==> src/rtl/neuron_pkg.sv <==
// Shared types and constants for the spiking-network front end.
package neuron_pkg;

    localparam int ENC_PIX_W = 8;

    typedef logic [ENC_PIX_W-1:0] pixel_t;

    typedef enum logic {
        ENC_IDLE,
        ENC_ENCODE
    } enc_state_t;

    // x^16 + x^14 + x^13 + x^11, Galois form, right-shifting.
    localparam logic [15:0] ENC_LFSR_SEED = 16'hACE1;
    localparam logic [15:0] ENC_LFSR_TAPS = 16'hB400;

endpackage

==> src/rtl/spike_lfsr.sv <==
// Right-shifting Galois LFSR with enable and reset seed.
// Used as the shared random source for stochastic spike generation.
module spike_lfsr #(
    parameter int               WIDTH = 16,
    parameter logic [WIDTH-1:0] SEED  = 16'hACE1,
    parameter logic [WIDTH-1:0] TAPS  = 16'hB400
) (
    input  logic             clk,
    input  logic             rst_n,
    input  logic             en_i,
    output logic [WIDTH-1:0] state_o
);

    logic [WIDTH-1:0] state_q;
    logic [WIDTH-1:0] state_d;

    // Next state: shift right, fold taps in when the bit shifted out is 1.
    always_comb begin
        // NOTE: default assignment first so every path drives state_d and no latch is inferred.
        state_d = state_q;
        if (en_i) begin
            state_d = (state_q >> 1) ^ (state_q[0] ? TAPS : '0);
        end
    end

    // State register, reset to the (nonzero) seed.
    always_ff @(posedge clk or negedge rst_n) begin
        if (!rst_n) begin
            state_q <= SEED;
        end else begin
            // NOTE: non-blocking assignment so all flops update together at the edge.
            state_q <= state_d;
        end
    end

    assign state_o = state_q;

endmodule

==> src/rtl/spike_rate_encoder.sv <==
// Rate encoder: turns one vector of channel intensities into a frame of
// WINDOW timesteps of single-cycle spikes, using either a deterministic
// phase accumulator or a comparison against a shared LFSR.
module spike_rate_encoder
    import neuron_pkg::*;
#(
    parameter int                NUM_CH    = 4,
    parameter int                PIX_W     = 8,
    parameter int                WINDOW    = 16,
    parameter int                LFSR_W    = 16,
    parameter logic [LFSR_W-1:0] LFSR_SEED = LFSR_W'(ENC_LFSR_SEED),
    parameter logic [LFSR_W-1:0] LFSR_TAPS = LFSR_W'(ENC_LFSR_TAPS)
) (
    input  logic                    clk,
    input  logic                    rst_n,
    input  logic                    in_valid,
    output logic                    in_ready,
    input  logic [NUM_CH*PIX_W-1:0] in_pixel,
    input  logic                    in_mode,
    input  logic                    step_en,
    output logic [NUM_CH-1:0]       spike_out,
    output logic                    busy,
    output logic                    frame_done
);

    localparam int               CNT_W     = $clog2(WINDOW + 1);
    localparam logic [CNT_W-1:0] LAST_STEP = CNT_W'(WINDOW - 1);

    enc_state_t              state_q;
    logic [NUM_CH*PIX_W-1:0] pix_q;
    logic                    mode_q;
    logic [CNT_W-1:0]        cnt_q;
    logic [NUM_CH-1:0]       spike_q;
    logic [NUM_CH-1:0]       spike_d;
    logic                    done_q;
    logic                    accept;
    logic                    step;
    logic [LFSR_W-1:0]       lfsr;

    assign in_ready   = (state_q == ENC_IDLE);
    assign busy       = (state_q == ENC_ENCODE);
    assign accept     = in_valid & in_ready;
    // Strobes outside a frame (including the accept cycle) are ignored.
    assign step       = busy & step_en;
    assign spike_out  = spike_q;
    assign frame_done = done_q;

    // All channels sample the same pre-advance LFSR value on a step.
    spike_lfsr #(
        .WIDTH (LFSR_W),
        .SEED  (LFSR_SEED),
        .TAPS  (LFSR_TAPS)
    ) u_lfsr (
        .clk     (clk),
        .rst_n   (rst_n),
        .en_i    (step),
        .state_o (lfsr)
    );

    for (genvar c = 0; c < NUM_CH; c++) begin : g_ch
        // Each channel sees the LFSR rotated by a different amount so the
        // channels do not compare against identical random values.
        localparam int ROT = (3 * c) % LFSR_W;

        logic [PIX_W-1:0] pix;
        logic [PIX_W-1:0] acc_q;
        logic [PIX_W-1:0] rnd;
        logic [PIX_W:0]   sum;

        assign pix = pix_q[c*PIX_W +: PIX_W];
        assign sum = {1'b0, acc_q} + {1'b0, pix};
        assign rnd = PIX_W'({lfsr, lfsr} >> ROT);

        // Accumulator carry-out is the deterministic spike; LFSR compare is the stochastic one.
        assign spike_d[c] = mode_q ? (rnd < pix) : sum[PIX_W];

        // Phase accumulator: cleared on accept, advanced on deterministic steps.
        always_ff @(posedge clk or negedge rst_n) begin
            if (!rst_n) begin
                acc_q <= '0;
            end else if (accept) begin
                acc_q <= '0;
            end else if (step && !mode_q) begin
                acc_q <= sum[PIX_W-1:0];
            end
        end
    end

    // Frame control FSM with registered spike and frame_done outputs.
    always_ff @(posedge clk or negedge rst_n) begin
        if (!rst_n) begin
            state_q <= ENC_IDLE;
            pix_q   <= '0;
            mode_q  <= 1'b0;
            cnt_q   <= '0;
            spike_q <= '0;
            done_q  <= 1'b0;
        end else begin
            spike_q <= '0;
            done_q  <= 1'b0;
            case (state_q)
                ENC_IDLE: begin
                    if (in_valid) begin
                        pix_q   <= in_pixel;
                        mode_q  <= in_mode;
                        cnt_q   <= '0;
                        state_q <= ENC_ENCODE;
                    end
                end
                ENC_ENCODE: begin
                    if (step_en) begin
                        spike_q <= spike_d;
                        cnt_q   <= cnt_q + CNT_W'(1);
                        // Returning to IDLE here lets the next vector be
                        // accepted in the frame_done cycle.
                        if (cnt_q == LAST_STEP) begin
                            done_q  <= 1'b1;
                            state_q <= ENC_IDLE;
                        end
                    end
                end
                default: state_q <= ENC_IDLE;
            endcase
        end
    end

endmodule

==> config.mk <==
export PLATFORM = sky130hd
export DESIGN_NAME = spike_rate_encoder
export DESIGN_NICKNAME = d
export VERILOG_FILES = /design/src/rtl/neuron_pkg.sv /design/src/rtl/spike_lfsr.sv /design/src/rtl/spike_rate_encoder.sv
export SDC_FILE = /design/constraint.sdc
export NUM_CORES = 1
export LEC_CHECK = 0
export ABC_AREA = 1
export CAP_MARGIN = 20
export CORE_MARGIN = 3
export CORE_UTILIZATION = 24
export DETAILED_ROUTE_END_ITERATION = 8
export MAX_ROUTING_LAYER = met4
export PLACE_DENSITY = 0.5
export SETUP_SLACK_MARGIN = 0.4
export SLEW_MARGIN = 20
export SYNTH_ARGS = -nofsm -noshare
export SYNTH_HDL_FRONTEND = slang
export SYNTH_SLANG_ARGS = --single-unit
==> constraint.sdc <==
create_clock -name clk -period 1.85 [get_ports clk]
set_input_delay 0.37 -clock clk [delete_from_list [all_inputs] [get_ports clk]]
set_output_delay 0.37 -clock clk [all_outputs]
set_load 0.02 [all_outputs]
# Word level (Yosys, flattened, before mapping)
# Cells that the tools add are included.
# Widths: inputs -> output; s select.
# classes
eq_ne	3
add_sub_neg	5
n_mul	0
reduce_logical	5
n_bitwise	4
n_lt_le_gt_ge	4
n_mux	25
n_div	0
shift	0
# ops
op	n
$mux 8	8
$add 8x8->9	4
$lt 8x8->1	4
$mux 16	1
$xor 15x16->16	1
$mux 1	10
$mux 5	2
$pmux 5 s2	1
$mux 4	2
$add 5x1->5 const B	1
$eq 5x4->1 const B	1
$ne 2x2->1 const B	2
$reduce_and 2->1	2
$and 1x1->1	2
$pmux 1 s2	1
$reduce_bool 2->1	1
$logic_and 1x1->1	1
$logic_not 1->1	1
$not 1->1	1
# totals
rom_bits	0
out_inout_bits	7
ramBits	0
latchBits	0
register_bits	92
memories	0

# Logic depth before layout (Yosys ltp)
# Gate-level depths: netlist of run 1.
# logic_depth
word_depth	4
depth_mapped	10
mapped_depth_nobuf	10

# Hierarchy
# Synthesis of run 1 repeated with hierarchy kept, for this count alone.
# unflattened
cells_unflattened	742
area_unflattened_um2	5720.5
# by_module_without_submodules
mod	area_each_um2	instances	cells_each	seq_area_each_um2
spike_rate_encoder	5048.6	1	668	1901.8
spike_lfsr	671.9	1	74	410.4

# Worst setup path after synthesis of run 1
# OpenSTA, ideal clock, no wires.
# synth_timing
path_kind	reg-to-reg
start	reg pix_q[24]
end	reg g_ch[3].acc_q[6]
n_path_buf	0
required_time_ns	1.733
stages_incl_launch_ff	9
slack_ns	0.336
setup_ns	0.117
arrival_time_ns	1.397
path_cell_list	dfrtp_1 ha_1 fa_1 nand3_1 nand2_1 nand3_1 nand3_1 nand3_1 nand2_1
# synth_between
elab_chain_cells	3
# synth_rtl
element	line_no	rtl
start: declaration	spike_rate_encoder.sv:30	logic [NUM_CH*PIX_W-1:0] pix_q;
start signal: assignment	spike_rate_encoder.sv:104	pix_q <= in_pixel;
$add 8x8->9	spike_rate_encoder.sv:71	assign sum = {1'b0, acc_q} + {1'b0, pix};
$mux 8	spike_rate_encoder.sv:83	end else if (step && !mode_q) begin
$mux 8	spike_rate_encoder.sv:81	end else if (accept) begin
end signal: assignment	spike_rate_encoder.sv:84	acc_q <= sum[PIX_W-1:0];
end: declaration	spike_rate_encoder.sv:66	logic [PIX_W-1:0] acc_q;
# Every way passes these cells. The select of a mux whose other input is x is not followed.
# A chain may end at the register's enable or synchronous reset.

# Worst setup path in the final report of run 1
# layout_timing
start	reg pix_q[8]
end	reg spike_q[1] (netlist: spike_out[1])
# layout_between
elab_chain_cells	4
# layout_rtl
element	line_no	rtl
$add 8x8->9 or $lt 8x8->1 (tied branches)	spike_rate_encoder.sv:71, spike_rate_encoder.sv:75	
$mux 1 *	spike_rate_encoder.sv:75	assign spike_d[c] = mode_q ? (rnd < pix) : sum[PIX_W];
$mux 4 *	spike_rate_encoder.sv:111	if (step_en) begin
$mux 4 *	spike_rate_encoder.sv:101	case (state_q)
end signal: assignment	spike_rate_encoder.sv:112	spike_q <= spike_d;
end: declaration	spike_rate_encoder.sv:33	logic [NUM_CH-1:0] spike_q;
# Every way passes the cells marked *; elsewhere a longest branch is shown, timed or not.

==> summary.md, run 1 <==
| Metric | Value |
|---|---|
| Commonest cells in the netlist | `nand2_1 (207), inv_1 (102), dfrtp_1 (84)` |
| Max FO, Critical Path | `3` |
| Crit path time final | `roughly 1.6 ns` |
| Register area share after synthesis | `0.4094` |
| Post-synthesis mux area share | `0.009969` |
| Synth warn | `0` |
| Yosys reg bits | `92` |
| Synth top area cells | `dfrtp_1 (37%), nand2_1 (14%), ha_1 (14%)` |
| Clock transition at the registers of the reported paths | `0.07 ns` |
| Die ar. | `around 25000 µm²` |
| Drt pass-1 iters | `4` |
| Top_reg_cell synth | `dfrtp_1` |
| Most common cell in the synthesized netlist | `nand2_1` |
| FFs w/ async S/R, synth | `1.000` |
| HPWL Detailed | `9895 µm` |
| Largest family of logic cells by synthesized area | `simple AND/OR/NAND/NOR gates` |
| Synth Net Count | `between 800 and 900` |
| Status | `complete, no violations` |
| WL final | `around 14000 µm` |
| Met3 Use GR | `0.01587` |
| Max Cap Viol | `0` |
| DRC viols | `0` |
| Layout Nets | `892` |
| VDD IR max | `roughly 0.49 mV` |
| Ant. Diodes | `0` |
| H-tree levels | `3` |
| Leakage | `3.731 nW` |
| CP Capture Type | `flop` |
| Xor and xnor area share after synthesis | `0.01086` |
| First-pass GRT wire length | `approximately 23000 µm` |
| Layer with the highest usage | `met2` |
| Worst-skew pair later-pin latency | `0.35 ns` |
| Io pins | `44` |
| Via count | `between 4000 and 5000` |
| Internal power | `between 8 and 9 mW` |
| CTS sink count | `92` |
| Die width | `159.4 µm` |
| Routed wire length per instance | `~13 µm` |
| Library cells used by synthesis | `27` |
| Hold Fails Final Rpt | `0` |
| Met2 Use GR | `0.1780` |
| Crit path launch type | `flop` |
| Global Route Usage Sum | `0.1154` |
| Setup violations, final | `0` |
| IO buf count | `43` |
| Post-Synth Adder-Cell Area | `0.1515` |
| Initial antenna violation count | `0` |
| Slew margin rel. | `0.6770` |
| Synth Area in Compound Gates | `0.1026` |
| Die Ht | `approximately 160 µm` |
| Largest net degree at the start of global routing | `46` |
| CTS max path bufs | `2` |
| Layout cells sized above 1 | `0.2078` |
| Final period util | `0.8453` |
| Final antenna-violating net count | `0` |
| Hold depth | `1` |
| Synthesis-to-layout area growth | `33.14%` |
| Initial Util | `0.2465` |
| GRT overflow | `0` |
| Post-Synthesis Cell Area | `5648 µm²` |
| Least-Margin Pin Slew | `just under 0.5 ns` |
| Core Box Area | `between 20000 and 25000 µm²` |
| Routed vias/inst | `approximately 4.3` |
| CTS tree | `done` |
| Class of the worst hold path | `reg2reg` |
| Initial drt markers | `about 260` |
| Vias in the first global route | `between 4000 and 5000` |
| Cells on worst reg2reg path | `10` |
| Layout Utilization | `0.3281` |
| WP data arrival | `1.85 ns` |
| Mapped Avg Cell Area | `7.899 µm²` |
| Root Driver | `clkbuf_16` |
| Switching Share | `0.4503` |
| Clk pwr share | `0.122` |
| Fin. max-slew vios | `0` |
| Setup tns final | `0 ns` |
| Met1 usage | `0.1574` |
| Synth area leader | `dfrtp_1` |
| CTS buffer count | `9` |
| Worst hold slack | `0.4641 ns` |
| Fill cells | `about 2400` |
| Fmax | `639.5 MHz` |
| Clk_skew | `around 0.0091 ns` |
| Reg power frac | `0.265` |
| Synthesized instance count | `between 700 and 800` |
| Psw | `around 6.6 mW` |
| CP required | `2.14 ns` |
| Post-synth top area share | `0.3722` |
| Power Density | `around 2000 nW/µm²` |
| Part of the power in combinational logic | `0.613` |
| Row count | `55` |
| RSZ-0062 raised after global routing | `true` |
| Placer congestion estimate | `about 0.8` |
| Simple-gate share of the synthesized area | `0.2260` |
| Worst setup path class | `reg2reg` |
| Post-synth EDFFs | `0` |
==> cell type report <==
class / count / area, µm² / area share
Timing Repair Buffer: 82 / 805.8 / 0.1072
Clock buffer: 10 / 239.0 / 0.03178
Sequential cell: 92 / 2312 / 0.3075
Clock inverter: 6 / 40.04 / 0.005324
Inverter: 105 / 396.6 / 0.05275
Tap cell: 313 / 391.6 / 0.05208
Multi-Input combinational cell: 499 / 3334 / 0.4434
==> final timing paths <==
path                               start                 to  slack [ns]
worst max-delay path            pix_q[8]       spike_out[1]        0.29
worst min-delay path            cnt_q[3]           cnt_q[3]        0.46
worst max register to register  pix_q[8]       spike_out[1]        0.29
worst min register to register  cnt_q[3]           cnt_q[3]        0.46
max in group asynchronous          rst_n  u_lfsr.state_o[5]        0.74
min in group asynchronous          rst_n          pix_q[19]        0.52
==> timing repair <==
action                     4_1_cts  5_1_grt
setup endpoints to repair       27       36
gates cloned                     0        1
hold buffers                     1        0
hold endpoints to repair        22        0
pin swaps                       14       31
resized for setup               51       76
buffers inserted                10       13
==> power by group through the flow <==
stage               sequential (mW)  clock (mW)  combinational (mW)
floorplan                      3.56           0                5.41
detailed placement             3.75           0                7.12
global route                   4.03        1.93                10.4
CTS                            3.78        1.85                7.70
finish                         3.90        1.79                9.02
global placement               3.75           0                7.02
==> critical path: stages, from the launching register on <==
cell	delay (ns)
dfrtp_1	0.41
ha_2	0.21
inv_2	0.04
fa_2	0.34
inv_2	0.07
nand3_2	0.06
nand3_2	0.09
nand2_2	0.06
nand3_2	0.07
nand2_2	0.05
a21oi_2	0.09
==> per-layer routing <==
metal | vias up | part of all wire
met5 | - | 0
met4 | 0 | 0.0098
met3 | 11 | 0.018
met2 | 53 | 0.46
met1 | 2213 | 0.51
li1 | 2440 | -
==> cell usage in the layout, fill, tap and decap left out, types with 4 or more instances in the layout <==
cell type	instances
a21oi_1	56
a21oi_2	13
a22o_1	5
buf_12	5
buf_4	33
clkbuf_16	10
clkdlybuf4s50_1	35
dfrtp_1	84
dfstp_2	8
fa_2	4
ha_1	38
ha_4	21
inv_1	95
inv_2	9
mux2_2	5
nand2_1	187
nand2_2	19
nand3_1	26
nand3_2	14
nand4_1	8
nor2_1	46
o21a_1	4
o21ai_0	19
o21ai_1	7
o22ai_1	4
xor2_1	4
==> flip-flops by register name, indices dropped and copies added, names as in the netlist <==
name	cells
g_ch.acc_q	32
pix_q	32
u_lfsr.state_o	16
cnt_q	5
spike_out	4
busy	1
frame_done	1
mode_q	1
==> metrics by stage <==
stage | setup WS, ns | area, µm² | cells | total power [mW]
finish | 0.2862 | 7520 | 1107 | 14.71
global route | 0.1851 | 7520 | 1107 | 16.31
CTS | 0.2207 | 7048 | 1093 | 13.32
detailed placement | 0.03488 | 6535 | 1066 | 10.87
global placement | 0.09206 | 6535 | 1066 | 10.76
floorplan | 0.3854 | 5660 | 715 | 8.971
==> kinds of logic (layout without fill, tap and decap cells) <==
logic type                 after synthesis  after routing
AOI/OAI and AO/OA                      109            109
and+or+nand+nor                        312            312
adders and majority gates               66             66
xor gates and xnor gates                 7              7
DFF                                     92             92
muxes                                    5              5
buffers and inverters                  124            203
Power figures use the tool's default switching activity.
==> inputs of run 2 (changes only) <==
Settings changed: PLACE_DENSITY 0.5 to 0.51.
Clock period 1.85 ns to 1.4 ns, I/O delays scaled along.
==> summary.md, run 2 (synthesis gave the netlist of run 1 again) <==
| Metric | Value |
|---|---|
| Routed wire length per instance | `between 10 and 15 µm` |
| CP Capture Type | `flop` |
| Root Driver | `clkbuf_16` |
| Buf/Inv on CP | `2` |
| IO buf count | `43` |
| Met3 Use GR | `0.01561` |
| Layer with the highest usage | `met2` |
| Clock transition at the registers of the reported paths | `approximately 0.070 ns` |
| Violated checks | `negative setup slack` |
| Clk_skew | `around 0.0067 ns` |
| Fmax | `about 640 MHz` |
| Final Total Pwr | `24.44 mW` |
| Max FO, Critical Path | `3` |
| Least-Margin Pin Slew | `0.3048 ns` |
| Slew margin rel. | `0.7968` |
| Met2 Use GR | `0.2037` |
| Io pins | `44` |
| Routed vias/inst | `4.330` |
| CTS buffer count | `9` |
| Die width | `about 160 µm` |
| Ant. Diodes | `0` |
| CTS max path bufs | `2` |
| Worst hold slack | `about 0.25 ns` |
| First-pass GRT wire length | `26090 µm` |
| Cell family with most CP delay | `adder cells` |
| CP required | `about 1.7 ns` |
| Largest net degree at the start of global routing | `26` |
| VDD IR max | `slightly above 0.9 mV` |
| Final antenna-violating net count | `0` |
| WL final | `17080 µm` |
| Layout Nets | `roughly 970` |
| Initial Util | `0.2465` |
| CTS tree | `done` |
| Status | `finished, violations left` |
| Initial antenna violation count | `0` |
| Final period util | `1.124` |
| Leakage | `4.446 nW` |
| Layout cells sized above 1 | `0.4218` |
| Commonest cells after routing, fill and taps aside | `nand2_1 (158), inv_1 (94), dfrtp_1 (80)` |
| Worst setup path class | `reg2reg` |
| H-tree levels | `3` |
| Synthesis-to-layout area growth | `65.46%` |
| WP data arrival | `1.85 ns` |
| Class of the worst hold path | `in2reg` |
| Row count | `55` |
| Hold Fails Final Rpt | `0` |
| Crit path launch type | `flop` |
| Most common cell after layout, fill and taps aside | `nand2_1` |
| CP Cell Sequence | `ha_2 -> inv_2 -> fa_2 -> inv_2 -> nand3_2 -> nand3_2 -> nand2_1 -> nand3_1 -> nand2_1 -> a21oi_2` |
| Power Density | `~2600 nW/µm²` |
| Via count | `between 5000 and 6000` |
| DRC viols | `0` |
| Placer congestion estimate | `0.8652` |
| Vias in the first global route | `around 5100` |
| Core Box Area | `around 23000 µm²` |
| Slowest CP cell | `dfrtp_1` |
| Worst-skew pair later-pin latency | `between 0.3 and 0.4 ns` |
| Final setup margin | `-0.1733 ns` |
| Initial drt markers | `300` |
| Crit-path max cell delay | `~0.36 ns` |
| HPWL Detailed | `10800 µm` |
| Drt pass-1 iters | `4` |
| Met1 usage | `0.1769` |
| RSZ-0062 raised after global routing | `true` |
| Crit path time final | `about 1.6 ns` |
| Setup violations, final | `16` |
| Global Route Usage Sum | `0.1308` |
| GRT overflow | `0` |
| Fin. max-slew vios | `0` |
| CTS sink count | `92` |
| Max Cap Viol | `0` |
| Die ar. | `25410 µm²` |
| Die Ht | `159.4 µm` |
==> run 2: path summary, 6_finish.rpt <==
path,cells past startpoint,endpoint,startpoint,slack (ns)
max,10,spike_out[2],pix_q[16],-0.17
min in group asynchronous,2,g_ch[3].acc_q[7],rst_n,0.37
min,3,frame_done,step_en,0.25
max in group asynchronous,3,u_lfsr.state_o[6],rst_n,0.52
min reg2reg,2,g_ch[2].acc_q[7],g_ch[2].acc_q[7],0.48
max reg2reg,10,spike_out[2],pix_q[16],-0.17
==> run 2: final cells by class <==
cell class | instances | area [µm²]
clock inverter | 1 | 5.005
multi-input combinational | 499 | 4050
fill | 2217 | 13570
timing repair inverter | 2 | 32.53
sequential | 92 | 2317
tap | 313 | 391.6
inverter | 105 | 430.4
clock buffer | 15 | 277.8
timing repair buffer | 156 | 1841
==> run 2: layer usage <==
metal	up-vias	wire, µm
li1	2612	-
met2	51	8352
met3	13	337
met1	2446	8139
met5	-	0
met4	0	248
==> run 2: through the flow <==
stage | TNS (ns) | worst slack (ns) | util | std cells | instance area (µm²)
2_1_floorplan | -0.09737 | -0.03067 | - | 715 | 6223
3_3_place_gp | -9.914 | -0.2105 | 0.3186 | 1100 | 7301
3_5_place_dp | -10.20 | -0.2008 | 0.3186 | 1100 | 7301
4_1_cts | -1.257 | -0.1614 | 0.3743 | 1149 | 8577
5_1_grt | -3.036 | -0.2831 | 0.4078 | 1183 | 9345
6_report | -1.211 | -0.1733 | 0.4078 | 1183 | 9345
==> run 2: where the power goes <==
group / leakage [nW] / internal [mW] / switching [mW]
clock network: 0.140 / 1.35 / 1.08
registers: 1.08 / 4.00 / 1.28
logic: 3.22 / 8.36 / 8.37
total: 4.45 / 13.7 / 10.7
==> run 2: what timing repair did <==
item,4_1_cts,5_1_grt
setup endpoints to repair,99,105
cloned,4,8
setup buffers,28,26
pin swaps,57,52
gates resized for setup,205,93
hold buffers,1,0
hold endpoints to repair,17,0
==> run 2: worst register-to-register path, stage by stage, from the launching register on <==
cell and delay, ns:
dfrtp_1 0.36, ha_2 0.19, inv_2 0.04, fa_2 0.36
inv_2 0.08, nand3_2 0.06, nand3_2 0.09, nand2_1 0.06
nand3_1 0.07, nand2_1 0.08, a21oi_2 0.11
==> inputs of run 3 (changes only) <==
Settings changed: CTS_CLUSTER_DIAMETER set to 100, PLACE_DENSITY 0.51 to unset, PLACE_DENSITY_LB_ADDON set to 0.2.
==> summary.md, run 3 (synthesis gave the netlist of run 1 again) <==
| Metric | Value |
|---|---|
| Die Ht | `159.4 µm` |
| GRT overflow | `0` |
| Top Metal Used | `met4` |
| Max Cap Viol | `0` |
| Least-Margin Pin Slew | `approximately 0.30 ns` |
| Initial Util | `0.2465` |
| Area after DPL | `7293 µm²` |
| IO buf count | `43` |
| Psw | `between 10 and 15 mW` |
| Layout Utilization | `0.3983` |
| H-tree levels | `3` |
| Crit-path max cell delay | `~0.35 ns` |
| Routed met3 length | `about 370 µm` |
| Root Driver | `clkbuf_16` |
| Final period util | `1.079` |
| Die width | `roughly 160 µm` |
| Crit path time final | `between 1.5 and 2 ns` |
| Global Route Usage Sum | `0.1364` |
| Worst setup path class | `reg2reg` |
| DRC viols | `0` |
| Row count | `between 50 and 60` |
| Routed vias/inst | `around 4.3` |
| Initial antenna violation count | `0` |
| Routed wire length per instance | `approximately 14 µm` |
| First-pass GRT wire length | `between 20000 and 30000 µm` |
| Switching Share | `0.4299` |
| Internal power | `between 10 and 15 mW` |
| Post-Route M1 WL | `roughly 8300 µm` |
| Fin. max-slew vios | `0` |
| Reg power frac | `0.221` |
| Clk_skew | `slightly above 0.01 ns` |
| Synthesis-to-layout area growth | `61.59%` |
| Placed cells | `around 1100` |
| Ant. Diodes | `0` |
| Fill cells | `roughly 2300` |
| Clock transition at the registers of the reported paths | `~0.07 ns` |
| Final setup margin | `-0.1113 ns` |
| CP Cell Sequence | `ha_2 -> inv_2 -> fa_2 -> inv_2 -> nand3_2 -> nand3_2 -> nand2_1 -> nand3_1 -> nand2_1 -> a21oi_1` |
| CTS buffer count | `9` |
| VDD IR max | `1.145 mV` |
| HPWL Detailed | `around 11000 µm` |
| Vias in the first global route | `5200` |
| Leakage | `4.355 nW` |
| Initial drt markers | `between 150 and 200` |
| Hold Fails Final Rpt | `0` |
| Die ar. | `about 25000 µm²` |
| Commonest cells after routing, fill and taps aside | `nand2_1 (169), inv_1 (94), dfrtp_1 (81)` |
| Most common cell after layout, fill and taps aside | `nand2_1` |
| Placer congestion estimate | `just under 0.8` |
| CTS max path bufs | `2` |
| CTS tree | `done` |
| Worst-skew pair later-pin latency | `about 0.36 ns` |
| Post-route insts no fill | `approximately 1200` |
| Drt pass-1 iters | `4` |
| Via count | `5057` |
| Buf/Inv on CP | `2` |
| Violated checks | `negative setup slack` |
| WL final | `~17000 µm` |
| CP Capture Type | `flop` |
| Part of the power in combinational logic | `0.660` |
| Final antenna-violating net count | `0` |
| Status | `finished, violations left` |
| Class of the worst hold path | `in2reg` |
| CP required | `around 1.7 ns` |
| Cell family with most CP delay | `adder cells` |
| Io pins | `44` |
| WP data arrival | `roughly 1.8 ns` |
| DR WL met2 | `between 7000 and 8000 µm` |
| Slew margin rel. | `0.8031` |
| Fmax | `~660 MHz` |
| RSZ-0062 raised after global routing | `true` |
| Clk pwr share | `0.119` |
| Layout cells sized above 1 | `0.3900` |
| Slowest CP cell | `dfrtp_1` |
| Core Box Area | `22920 µm²` |
| Power Density | `roughly 2600 nW/µm²` |
| Crit path launch type | `flop` |
| Largest net degree at the start of global routing | `31` |
| Layout Nets | `957` |
| Max FO, Critical Path | `3` |
| CTS sink count | `roughly 90` |
| Final non-filler cell area | `just over 9000 µm²` |
| Setup violations, final | `13` |
## run 3: cell types whose count changed in the layout (fill, tap and decap cells not counted), moves of 4 or more
cell       before  now
nand2_1       158  169
nand2_2        36   26
a21oi_1        21   28
a21oi_2        43   38
nand3_2        15   20
clkbuf_16      16   12
## run 3: power by group through the flow
stage          clock network [mW]  logic (mW)  registers, mW
2_1_floorplan                   0        8.71           4.95
3_3_place_gp                    0        11.8           5.21
3_5_place_dp                    0        11.9           5.18
4_1_cts                      2.93        14.5           5.22
5_1_grt                      3.01        17.6           5.42
6_report                     2.84        15.7           5.25
## run 3: through the flow
stage / worst slack [ns] / hold slack [ns] / power [mW] / TNS (ns)
after detailed placement: -0.2023 / 0.1845 / 17.13 / -9.721
after global placement: -0.1796 / 0.1840 / 17.00 / -9.570
after floorplan: -0.03067 / -0.01559 / 13.67 / -0.09737
after global routing: -0.2417 / 0.3042 / 26.07 / -2.881
after CTS: -0.1375 / 0.3718 / 22.64 / -1.094
final: -0.1113 / 0.2962 / 23.78 / -0.8655
## run 3: final timing paths
check	slack, ns	cells after the start	end	startpoint
setup / recovery	-0.11	10	spike_out[0]	pix_q[0]
hold / removal	0.30	3	frame_done	step_en
setup reg to reg	-0.11	10	spike_out[0]	pix_q[0]
hold reg to reg	0.49	2	g_ch[2].acc_q[7]	g_ch[2].acc_q[7]
max in group asynchronous	0.50	3	u_lfsr.state_o[13]	rst_n
min in group asynchronous	0.37	2	u_lfsr.state_o[14]	rst_n
## run 3: per-layer routing
metal,GRT usage,up-vias
li1,-,2589
met1,0.1857,2406
met2,0.2119,50
met3,0.02419,12
met4,0.03223,0
met5,-,-
## run 3: cell type report
type,instances,area (µm²),area share
clock buffers,13,270.3,0.02961
clock inverters,3,68.82,0.007540
inverters,105,432.9,0.04744
multi-input cells,499,3951,0.4330
flip-flops and latches,92,2316,0.2538
well taps,313,391.6,0.04291
repair buffers,146,1679,0.1840
repair inverters,1,16.27,0.001782
## run 3: worst register-to-register path, cell delays in order (launching register included)
cell and delay [ns]:
dfrtp_1 0.35, ha_2 0.19, inv_2 0.04, fa_2 0.35
inv_2 0.07, nand3_2 0.06, nand3_2 0.08, nand2_1 0.06
nand3_1 0.07, nand2_1 0.05, a21oi_1 0.11
## run 3: what timing repair did
action                     CTS  global route
buffers inserted            30            15
setup endpoints to repair   99            99
resized for setup          207            51
pin swaps                   43            45
cloned                       7             4
hold buffers                 1             0
hold endpoints to repair    10             0
